**config.mk**
```make
export PLATFORM = sky130hd
export DESIGN_NAME = dmem_arbiter
export DESIGN_NICKNAME = d
export VERILOG_FILES = /design/src/rtl/dmem_arbiter.sv
export SDC_FILE = /design/constraint.sdc
export NUM_CORES = 1
export LEC_CHECK = 0
export CAP_MARGIN = 20
export CORE_MARGIN = 5
export CORE_UTILIZATION = 42
export DETAILED_ROUTE_END_ITERATION = 6
export PLACE_DENSITY = 0.9
export SKIP_CTS_REPAIR_TIMING = 1
export SYNTH_ARGS = -nofsm -noshare
export SYNTH_HDL_FRONTEND = slang
export SYNTH_SLANG_ARGS = --single-unit
```
**constraint.sdc**
```tcl
create_clock -name clk -period 2.9 [get_ports clk]
set_input_delay 0.725 -clock clk [delete_from_list [all_inputs] [get_ports clk]]
set_output_delay 0.725 -clock clk [all_outputs]
set_load 0.05 [all_outputs]
```
**src/rtl/dmem_arbiter.sv**
```systemverilog
// dmem_arbiter: shares the single-port data RAM between instruction fetch (port 0) and the LSU (port 1).
// Define DMEM_ARB_RR_EN for round-robin arbitration; by default port 1 has fixed priority.
module dmem_arbiter #(
    parameter int ADDR_W    = 32,
    parameter int MEM_WORDS = 130001
) (
    input  logic              clk,
    input  logic              reset,
    input  logic              p0_req,
    input  logic              p0_we,
    input  logic [2:0]        p0_size,
    input  logic [ADDR_W-1:0] p0_addr,
    input  logic [31:0]       p0_wdata,
    output logic              p0_gnt,
    output logic              p0_rvalid,
    output logic [31:0]       p0_rdata,
    output logic              p0_err,
    input  logic              p1_req,
    input  logic              p1_we,
    input  logic [2:0]        p1_size,
    input  logic [ADDR_W-1:0] p1_addr,
    input  logic [31:0]       p1_wdata,
    output logic              p1_gnt,
    output logic              p1_rvalid,
    output logic [31:0]       p1_rdata,
    output logic              p1_err,
    output logic              ram_MemRead,
    output logic              ram_MemWrite,
    output logic [2:0]        ram_MemSize,
    output logic [31:0]       ram_A,
    output logic [31:0]       ram_WriteData,
    input  logic [31:0]       ram_ReadData
);
    typedef enum logic [1:0] {IDLE, ACCESS, RESP} state_t;

    localparam logic [ADDR_W-1:0] MEM_WORDS_L = ADDR_W'(MEM_WORDS);

    state_t            state_q, state_d;
    logic [1:0]        gnt_q, gnt_d;
    logic [1:0]        rvalid_q, rvalid_d;
    logic [1:0]        rerr_q, rerr_d;
    logic              port_q, port_d;
    logic              we_q, we_d;
    logic              err_q, err_d;
    logic [2:0]        size_q, size_d;
    logic [ADDR_W-1:0] addr_q, addr_d;
    logic [31:0]       wdata_q, wdata_d;
    logic [31:0]       rdata_q, rdata_d;
    logic              mem_read_q, mem_read_d;
    logic              mem_write_q, mem_write_d;

    logic              sel_port;
    logic              sel_we;
    logic              sel_err;
    logic [2:0]        sel_size;
    logic [ADDR_W-1:0] sel_addr;
    logic [31:0]       sel_wdata;
    logic [31:0]       addr32;

`ifdef DMEM_ARB_RR_EN
    logic last_q, last_d;

    // last_q holds the most recently granted port; reset value 1 lets port 0 win first.
    always_comb begin
        sel_port = p1_req;
        if (p0_req && p1_req) sel_port = ~last_q;
        last_d = last_q;
        if (state_q == IDLE && (p0_req || p1_req)) last_d = sel_port;
    end

    always_ff @(posedge clk) begin
        if (reset) last_q <= 1'b1;
        else       last_q <= last_d;
    end
`else
    assign sel_port = p1_req;
`endif

    assign sel_we    = sel_port ? p1_we    : p0_we;
    assign sel_size  = sel_port ? p1_size  : p0_size;
    assign sel_addr  = sel_port ? p1_addr  : p0_addr;
    assign sel_wdata = sel_port ? p1_wdata : p0_wdata;

    always_comb begin
        case (sel_size)
            3'b000, 3'b100: sel_err = 1'b0;
            3'b001, 3'b101: sel_err = sel_addr[0];
            3'b010:         sel_err = |sel_addr[1:0];
            default:        sel_err = 1'b1;
        endcase
        if ((sel_addr >> 2) >= MEM_WORDS_L) sel_err = 1'b1;
    end

    // The RAM returns LSB-aligned, zero-extended data; signed sizes are fixed up here.
    function automatic logic [31:0] extend(input logic [2:0] size, input logic [31:0] d);
        case (size)
            3'b000:  return {{24{d[7]}}, d[7:0]};
            3'b001:  return {{16{d[15]}}, d[15:0]};
            3'b100:  return {24'b0, d[7:0]};
            3'b101:  return {16'b0, d[15:0]};
            default: return d;
        endcase
    endfunction

    // NOTE: every variable gets a default before the case so no path leaves it unassigned (no latches).
    always_comb begin
        state_d     = state_q;
        gnt_d       = 2'b00;
        rvalid_d    = 2'b00;
        rerr_d      = 2'b00;
        rdata_d     = '0;
        port_d      = port_q;
        we_d        = we_q;
        err_d       = err_q;
        size_d      = size_q;
        addr_d      = addr_q;
        wdata_d     = wdata_q;
        mem_read_d  = 1'b0;
        mem_write_d = 1'b0;
        case (state_q)
            IDLE: begin
                if (p0_req || p1_req) begin
                    gnt_d       = sel_port ? 2'b10 : 2'b01;
                    port_d      = sel_port;
                    we_d        = sel_we;
                    size_d      = sel_size;
                    addr_d      = sel_addr;
                    wdata_d     = sel_wdata;
                    err_d       = sel_err;
                    mem_read_d  = !sel_err && !sel_we;
                    mem_write_d = !sel_err && sel_we;
                    state_d     = ACCESS;
                end
            end
            ACCESS: state_d = RESP;
            RESP: begin
                rvalid_d = port_q ? 2'b10 : 2'b01;
                rerr_d   = err_q ? rvalid_d : 2'b00;
                if (!we_q && !err_q) rdata_d = extend(size_q, ram_ReadData);
                state_d  = IDLE;
            end
            default: state_d = IDLE;
        endcase
    end

    // NOTE: non-blocking assignments so every flop samples pre-edge values regardless of statement order.
    always_ff @(posedge clk) begin
        if (reset) begin
            state_q     <= IDLE;
            gnt_q       <= 2'b00;
            rvalid_q    <= 2'b00;
            rerr_q      <= 2'b00;
            rdata_q     <= '0;
            port_q      <= 1'b0;
            we_q        <= 1'b0;
            err_q       <= 1'b0;
            size_q      <= '0;
            addr_q      <= '0;
            wdata_q     <= '0;
            mem_read_q  <= 1'b0;
            mem_write_q <= 1'b0;
        end else begin
            state_q     <= state_d;
            gnt_q       <= gnt_d;
            rvalid_q    <= rvalid_d;
            rerr_q      <= rerr_d;
            rdata_q     <= rdata_d;
            port_q      <= port_d;
            we_q        <= we_d;
            err_q       <= err_d;
            size_q      <= size_d;
            addr_q      <= addr_d;
            wdata_q     <= wdata_d;
            mem_read_q  <= mem_read_d;
            mem_write_q <= mem_write_d;
        end
    end

    assign p0_gnt    = gnt_q[0];
    assign p1_gnt    = gnt_q[1];
    assign p0_rvalid = rvalid_q[0];
    assign p1_rvalid = rvalid_q[1];
    assign p0_err    = rerr_q[0];
    assign p1_err    = rerr_q[1];
    assign p0_rdata  = rvalid_q[0] ? rdata_q : '0;
    assign p1_rdata  = rvalid_q[1] ? rdata_q : '0;

    // Halfword lane is picked by RAM address bit 0, so addr[1] moves down there.
    assign addr32        = 32'(addr_q);
    assign ram_A         = (size_q[1:0] == 2'b01) ? {addr32[31:2], 1'b0, addr32[1]} : addr32;
    assign ram_MemRead   = mem_read_q;
    assign ram_MemWrite  = mem_write_q;
    assign ram_MemSize   = {1'b0, size_q[1:0]};
    assign ram_WriteData = wdata_q;
endmodule

```
=== Yosys cells after proc, flatten, opt, wreduce, memory -nomap -nowiden ===
Cells that the tools add are included.

* Register bits: 112
* Input bits: 172
* Output and inout bits: 139

* Bitwise gates (word level): 5
* $lt $le $gt $ge: 1
* Reductions and logical operators: 19
* Equality and inequality tests: 11
* Mux-type cells: 14

{| class="wikitable"
|+ Operator list
! operator !! number
|-
| 2-to-1 mux 32 bit || 4
|-
| one-hot mux 32 bit (4 select lines) || 1
|-
| greater-or-equal comparator 30 x 17 -> 1 bit, second input constant || 1
|-
| == test 3 bit, second input constant || 4
|-
| OR reduction 3 bit || 3
|-
| 2-to-1 mux 2 bit || 4
|-
| OR reduction 2 bit || 4
|-
| == test 3 x 1 -> 1 bit, second input constant || 2
|-
| zero test 3 bit || 2
|-
| NOT 1 bit || 5
|-
| == test 2 x 1 -> 1 bit, second input constant || 2
|-
| zero test 1 bit || 4
|-
| one-hot mux 2 bit (2 select lines) || 1
|-
| == test 3 x 2 -> 1 bit, second input constant || 1
|-
| logical AND 1 bit || 3
|-
| 2-to-1 mux 3 bit || 1
|-
| one-hot mux 1 bit (3 select lines) || 1
|-
| == test 2 bit, second input constant || 1
|-
| zero test 2 bit || 1
|-
| 2-to-1 mux 1 bit || 2
|-
| inequality test 2 bit, second input constant || 1
|-
| AND reduction 2 bit || 1
|-
| logical OR 1 bit || 1
|}

=== Longest topological paths before layout ===
Gate-level depths: netlist of run 1.

* Word-level depth: 7
* Mapped depth: 7

=== Worst setup path after synthesis of run 1 ===
Ideal clock, no wire load.

* Path kind: flip-flop to output port
* From: reg rvalid_q[0]
* To: out p0_rdata[31]
* Stages on the path, launching flop included: 3
* Data arrival time: 1.361 ns
* Setup slack: 0.814 ns
* Cell sequence: dfxtp_1 > clkbuf_1 > and2_1

* Longest elaborated chain between the ends: 1

{| class="wikitable"
|+ RTL lines
! element !! RTL line !! source
|-
| from (decl) || 40 || <nowiki>logic [1:0] rvalid_q, rvalid_d;</nowiki>
|-
| from (signal assigned) || 165 || <nowiki>rvalid_q <= rvalid_d;</nowiki>
|-
| 2-to-1 mux 32 bit || 185 || <nowiki>assign p0_rdata = rvalid_q[0] ? rdata_q : '0;</nowiki>
|-
| to (decl) || 16 || <nowiki>output logic [31:0] p0_rdata,</nowiki>
|}

No other way between the ends.

=== Worst setup path after layout of run 1 ===
* From: reg rvalid_q[0]
* To: out p0_rdata[14]

Same word-level chain as after synthesis.

==> results of run 1 <==
==> critical path, cell delays in order, from the launching register on <==
cell and delay (ns):
dfxtp_1 0.31, buf_4 0.25, and2_1 0.17, clkdlybuf4s50_1 0.80
==> logic make-up after synthesis <==
kind of cell	synth area share, %
simple gates	22.2
compound gates	14.9
buf+inv	9.27
flops	41.5
mux	12.1
other cells	0.0694
==> routing by layer <==
layer	up-vias	wire length (µm)
met1	2248	6050
li1	2558	-
met5	-	0
met3	23	1800
met4	0	325
met2	216	8310
==> per-stage QoR <==
| stage | utilization, % | total power (W) | worst slack [ns] | hold slack, ns |
|---|---|---|---|---|
| 6_report | 68.3 | 0.00440 | 0.297 | 0.473 |
| 4_1_cts | 68.3 | 0.00446 | 0.271 | 0.478 |
| 2_1_floorplan | - | 0.00258 | 0.814 | 0.427 |
| 3_5_place_dp | 65.6 | 0.00306 | 0.458 | 0.457 |
| 3_3_place_gp | 65.6 | 0.00304 | 0.489 | 0.451 |
| 5_1_grt | 68.3 | 0.00460 | 0.183 | 0.508 |
==> power breakdown <==
part	switching (W)	internal (W)	total, W
Clock	0.000517	0.000864	0.00138
Sequential	0.0000682	0.00166	0.00173
Combinational	0.000749	0.000543	0.00129
==> sequential cells by signal, indices dropped and copies added (netlist names) <==
register,cells
ram_MemRead,1
rerr_q,2
ram_WriteData,32
state_q,2
size_q,3
addr32,32
ram_MemWrite,1
rvalid_q,2
port_q,1
rdata_q,32
gnt_q,2
err_q,1
we_q,1
==> final timing paths <==
path	start	endpoint	slack [ns]	cells past startpoint
worst max register to register	state_q[1]	addr32[8]	1.24	5
worst min-delay path	port_q	rvalid_q[0]	0.47	1
worst max-delay path	rvalid_q[0]	p0_rdata[14]	0.30	3
worst min register to register	port_q	rvalid_q[0]	0.47	1
==> cell type report <==
class / instances / area [µm²] / area share [%]
Timing Repair Buffer: 317 / 3160 / 36.6
Multi-Input combinational cell: 407 / 2670 / 30.9
Sequential cell: 112 / 2240 / 26.0
Clock buffer: 12 / 246 / 2.86
Tap cell: 172 / 215 / 2.50
Clock inverter: 3 / 90.1 / 1.05
==> placed cells by master, fill, tap and decap left out, types with 3 or more instances in the layout <==
master and instances:
a211oi_1 63, a21oi_1 28, a311oi_1 4, and2_1 75, buf_12 4, buf_4 21, bufinv_16 3, clkbuf_16 9
clkdlybuf4s50_1 291, dfxtp_1 112, mux2i_1 63, nand2_1 27, nand2b_1 4, nand3_1 4, nor2_1 86, nor2b_1 3
nor3_1 7, nor4_1 5, nor4_4 3, o21ai_0 8, or3_1 3
==> run_results.csv, run 1 <==
group,metric,value,unit
route,drc,0,
global_route,grt_first_pass_wirelength,24100,µm
floorplan,rows,41,
yosys,yosys_warnings,0,
final_layout,fill_cells,981,
timing,hold_viol,0,
yosys,synthArstFlopShare,0,%
global_route,first_global_vias,4842,
timing,post-route-period-util,89.8,%
timing,setup_viol,0,
run_status,status,"finished clean",
power,p_leak,3.38,nW
final_layout,layout-drive-gt1-share,5.88,%
global_route,overflow,0,
route,post_drt_wl_per_cell,16.1,µm
power,power.density,511,nW/µm²
route,vias,5045,
yosys,syn-num-nets,773,
worst_setup_path,setup.worst_path.class,"reg -> out",
clocking,clockBufferDepth,2,
timing,slew-limit-headroom,46.0,%
route,drtIter0Drc,264,
floorplan,core_area,12600,µm²
timing,grt_setup_unrepaired,"no",
route,viasPerCell,4.93,
route,dr.pass1.iters,4,
floorplan,io_pins,311,
worst_setup_path,startpoint_type,"register",
placement,dp_hpwl,13200,µm
yosys,ys.flop_type,"dfxtp_1",
clocking,clk-insertion-delay-late,0.33,ns
floorplan,initial_core_util,42.8,%
final_layout,fin_area,8620,µm²
global_route,use_met3,7.23,%
worst_setup_path,worst_setup_path_end_kind,"primary output",
final_layout,final_cells,1023,
job,drv_cap,0,
clocking,cts_root_buf,"clkbuf_16",
yosys,yosys.area.top_type,"dfxtp_1",
min_path,hold_class,"reg -> reg",
yosys,synthDistinctLibCells,41,
timing,max_clock_freq,384,MHz
yosys,synth_area_leaders,"dfxtp_1, mux2i_1, a211oi_1",
global_route,grt_usage,20.2,%
global_route,antenna_found_initial,0,
yosys,postSynthAreaPerCell,8.99,µm²
global_route,busiest_layer,"met2",
clocking,clk_pin_slew_worst_paths,0.07,ns
placement,place.port_buffers,309,
clocking,cts_htree_levels,3,
yosys,seq_area_frac_synth,41.5,%
floorplan,dieArea,15200,µm²
yosys,netlist_area,5400,µm²
timing,post-route-min-period,2.60,ns
yosys,synth_edf_count,0,
clocking,cts.sinks,112,
yosys,ys_top_cells_by_count,"dfxtp_1, nor2_1, and2_1",
placement,placed_area,8280,µm²
timing,finalClockSkew,0.00604,ns
global_route,grt_max_degree,75,
timing,worstMarginPinSlew,0.811,ns
yosys,synth_top_area_share,41.5,%
final_layout,nets,1019,
yosys,yosysMostFrequentCell,"dfxtp_1",
placement,gp_congestion,0.833,
route,wirelength,16500,µm
worst_setup_path,crit_required,2.17,ns
global_route,use_met2,37.0,%
final_layout,area_growth,59.5,%
clocking,cts_tree,"built",
placement,place_inst,1008,
yosys,synth_seq_cells,112,
worst_setup_path,critPathMaxFanout,33,
power,vdd_drop_max,0.285,mV
floorplan,die_h,123,µm
timing,drv_slew,0,
route,postRouteAntennaNets,0,
global_route,grt_use_met1,21.4,%
clocking,cts_buffers,9,
worst_setup_path,crit_arrival,1.88,ns
yosys,postSynthCellCount,601,
floorplan,dieWidth,123,µm
timing,fin_setup_tns,0,ns
final_layout,antenna_cells,0,
No activity file was read; power rests on OpenSTA's default activity.
==> run 2: changes to the inputs <==
- REMOVE_ABC_BUFFERS: unset -> 1
==> run_results.csv, run 2 (synthesized netlist as in run 1, its figures left out) <==
group,metric,value,unit
clocking,clk-insertion-delay-late,0.34,ns
route,wirelength,17000,µm
timing,finalClockSkew,0.00998,ns
power,comb_power_share,30.3,%
worst_setup_path,startpoint,"rvalid_q[1]",
clocking,cts_root_buf,"clkbuf_16",
power,power.density,497,nW/µm²
route,viasPerCell,4.94,
worst_setup_path,setup.worst_path.class,"reg -> out",
floorplan,die_h,123,µm
run_status,status,"finished clean",
final_layout,mostFrequentLayoutCells,"clkdlybuf4s50_1, dfxtp_1, nor2_1",
timing,post-route-min-period,2.62,ns
final_layout,final_cells,1028,
worst_setup_path,timing.rr.start,"state_q[0]",
global_route,grt_first_pass_wirelength,24700,µm
global_route,grt_max_degree,62,
global_route,overflow,0,
timing,drv_slew,0,
worst_setup_path,r2r_slack,1.30,ns
route,postRouteAntennaNets,0,
power,vdd_drop_max,0.301,mV
timing,worstMarginPinSlew,0.832,ns
job,drv_cap,0,
worst_setup_path,crit_required,2.17,ns
global_route,grt_usage,20.9,%
placement,dp_hpwl,13600,µm
clocking,cts.sinks,112,
worst_setup_path,critPathMaxFanout,33,
floorplan,dieArea,15200,µm²
clocking,cts_htree_levels,3,
power,intPower,0.00292,W
placement,place.port_buffers,309,
final_layout,nets,1022,
floorplan,core_area,12600,µm²
floorplan,rows,41,
worst_setup_path,worst_setup_path_end_kind,"primary output",
power,pwr-share-seq,40.3,%
final_layout,area_growth,59.3,%
route,vias,5083,
placement,place_inst,1011,
timing,hold_slack,0.490,ns
power,clkPwrFrac,29.4,%
timing,post-route-period-util,90.4,%
clocking,clockBufferDepth,2,
global_route,antenna_found_initial,0,
timing,setup_viol,0,
power,p_leak,3.38,nW
timing,grt_setup_unrepaired,"no",
worst_setup_path,rr_endpoint,"rdata_q[16]",
clocking,cts_tree,"built",
worst_setup_path,crit_arrival,1.90,ns
route,dr.pass1.iters,4,
power,p_switching,0.00136,W
worst_setup_path,startpoint_type,"register",
power,totalPowerFinal,0.00428,W
worst_setup_path,worstRegToRegCells,4,
final_layout,fill_cells,1006,
clocking,clk_pin_slew_worst_paths,0.07,ns
final_layout,final_common_cell,"clkdlybuf4s50_1",
worst_setup_path,crit_end,"p1_rdata[24]",
route,drc,0,
route,drtIter0Drc,197,
power,p_sw_share,31.8,%
floorplan,initial_core_util,42.8,%
timing,max_clock_freq,381,MHz
floorplan,io_pins,311,
global_route,first_global_vias,4898,
route,post_drt_wl_per_cell,16.6,µm
timing,hold_viol,0,
clocking,cts_buffers,9,
min_path,hold_class,"reg -> reg",
floorplan,dieWidth,123,µm
final_layout,layout-drive-gt1-share,6.20,%
timing,slew-limit-headroom,44.6,%
placement,gp_congestion,0.799,
## run 2: worst min path at each step
stage | cells after the start | endpoint | from | slack, ns
after floorplan | 1 | rvalid_q[0] | port_q | 0.43
after global placement | 1 | rvalid_q[0] | port_q | 0.47
after detailed placement | 1 | rvalid_q[0] | port_q | 0.47
after CTS | 1 | rvalid_q[0] | port_q | 0.49
after global routing | 2 | port_q | port_q | 0.50
final | 1 | rvalid_q[0] | port_q | 0.49
## run 2: routing by layer
| layer | up-vias | share of wire (%) | track usage [%] |
|---|---|---|---|
| li1 | 2563 | - | - |
| met1 | 2267 | 36 | 21.5 |
| met2 | 221 | 51 | 37.5 |
| met3 | 32 | 11 | 8.01 |
| met4 | 0 | 2.5 | 9.20 |
| met5 | - | 0 | 0 |
## run 2: area by class of cell
cell class                      count  area [µm²]  share of cell area (%)
Antenna cell                        1        2.50                  0.0291
Sequential cell                   112        2240                    26.1
Multi-Input combinational cell    407        2670                    31.0
Timing Repair Buffer              320        3180                    37.0
Clock buffer                       13         260                    3.02
Clock inverter                      3        40.0                   0.465
Tap cell                          172         215                    2.50
## run 2: metrics by stage
stage / setup WS (ns) / utilization [%] / area, µm² / setup TNS (ns)
floorplan: -0.549 / - / 4900 / -34.15
global placement: 0.471 / 65.8 / 8300 / 0
detailed placement: 0.424 / 65.8 / 8300 / 0
CTS: 0.246 / 68.2 / 8600 / 0
global route: 0.174 / 68.2 / 8600 / 0
finish: 0.279 / 68.2 / 8610 / 0
## run 2: critical path: stages (launching register included)
cell and delay (ns):
dfxtp_1 0.31, buf_4 0.25, and2_1 0.17, clkdlybuf4s50_1 0.82
## run 2: power by group through the flow
| stage | Clock (W) | Combinational, W | Sequential (W) |
|---|---|---|---|
| finish | 0.00126 | 0.00130 | 0.00173 |
| global route | 0.00135 | 0.00137 | 0.00174 |
| CTS | 0.00129 | 0.00131 | 0.00173 |
| detailed placement | 0 | 0.00130 | 0.00176 |
| global placement | 0 | 0.00129 | 0.00176 |
| floorplan | 0 | 0.000327 | 0.00213 |
==> run 3: changes to the inputs <==
- SKIP_LAST_GASP: unset -> 1
==> results of run 3 <==
Same layout as run 2: the final DEF is identical, and so are final timing and power.
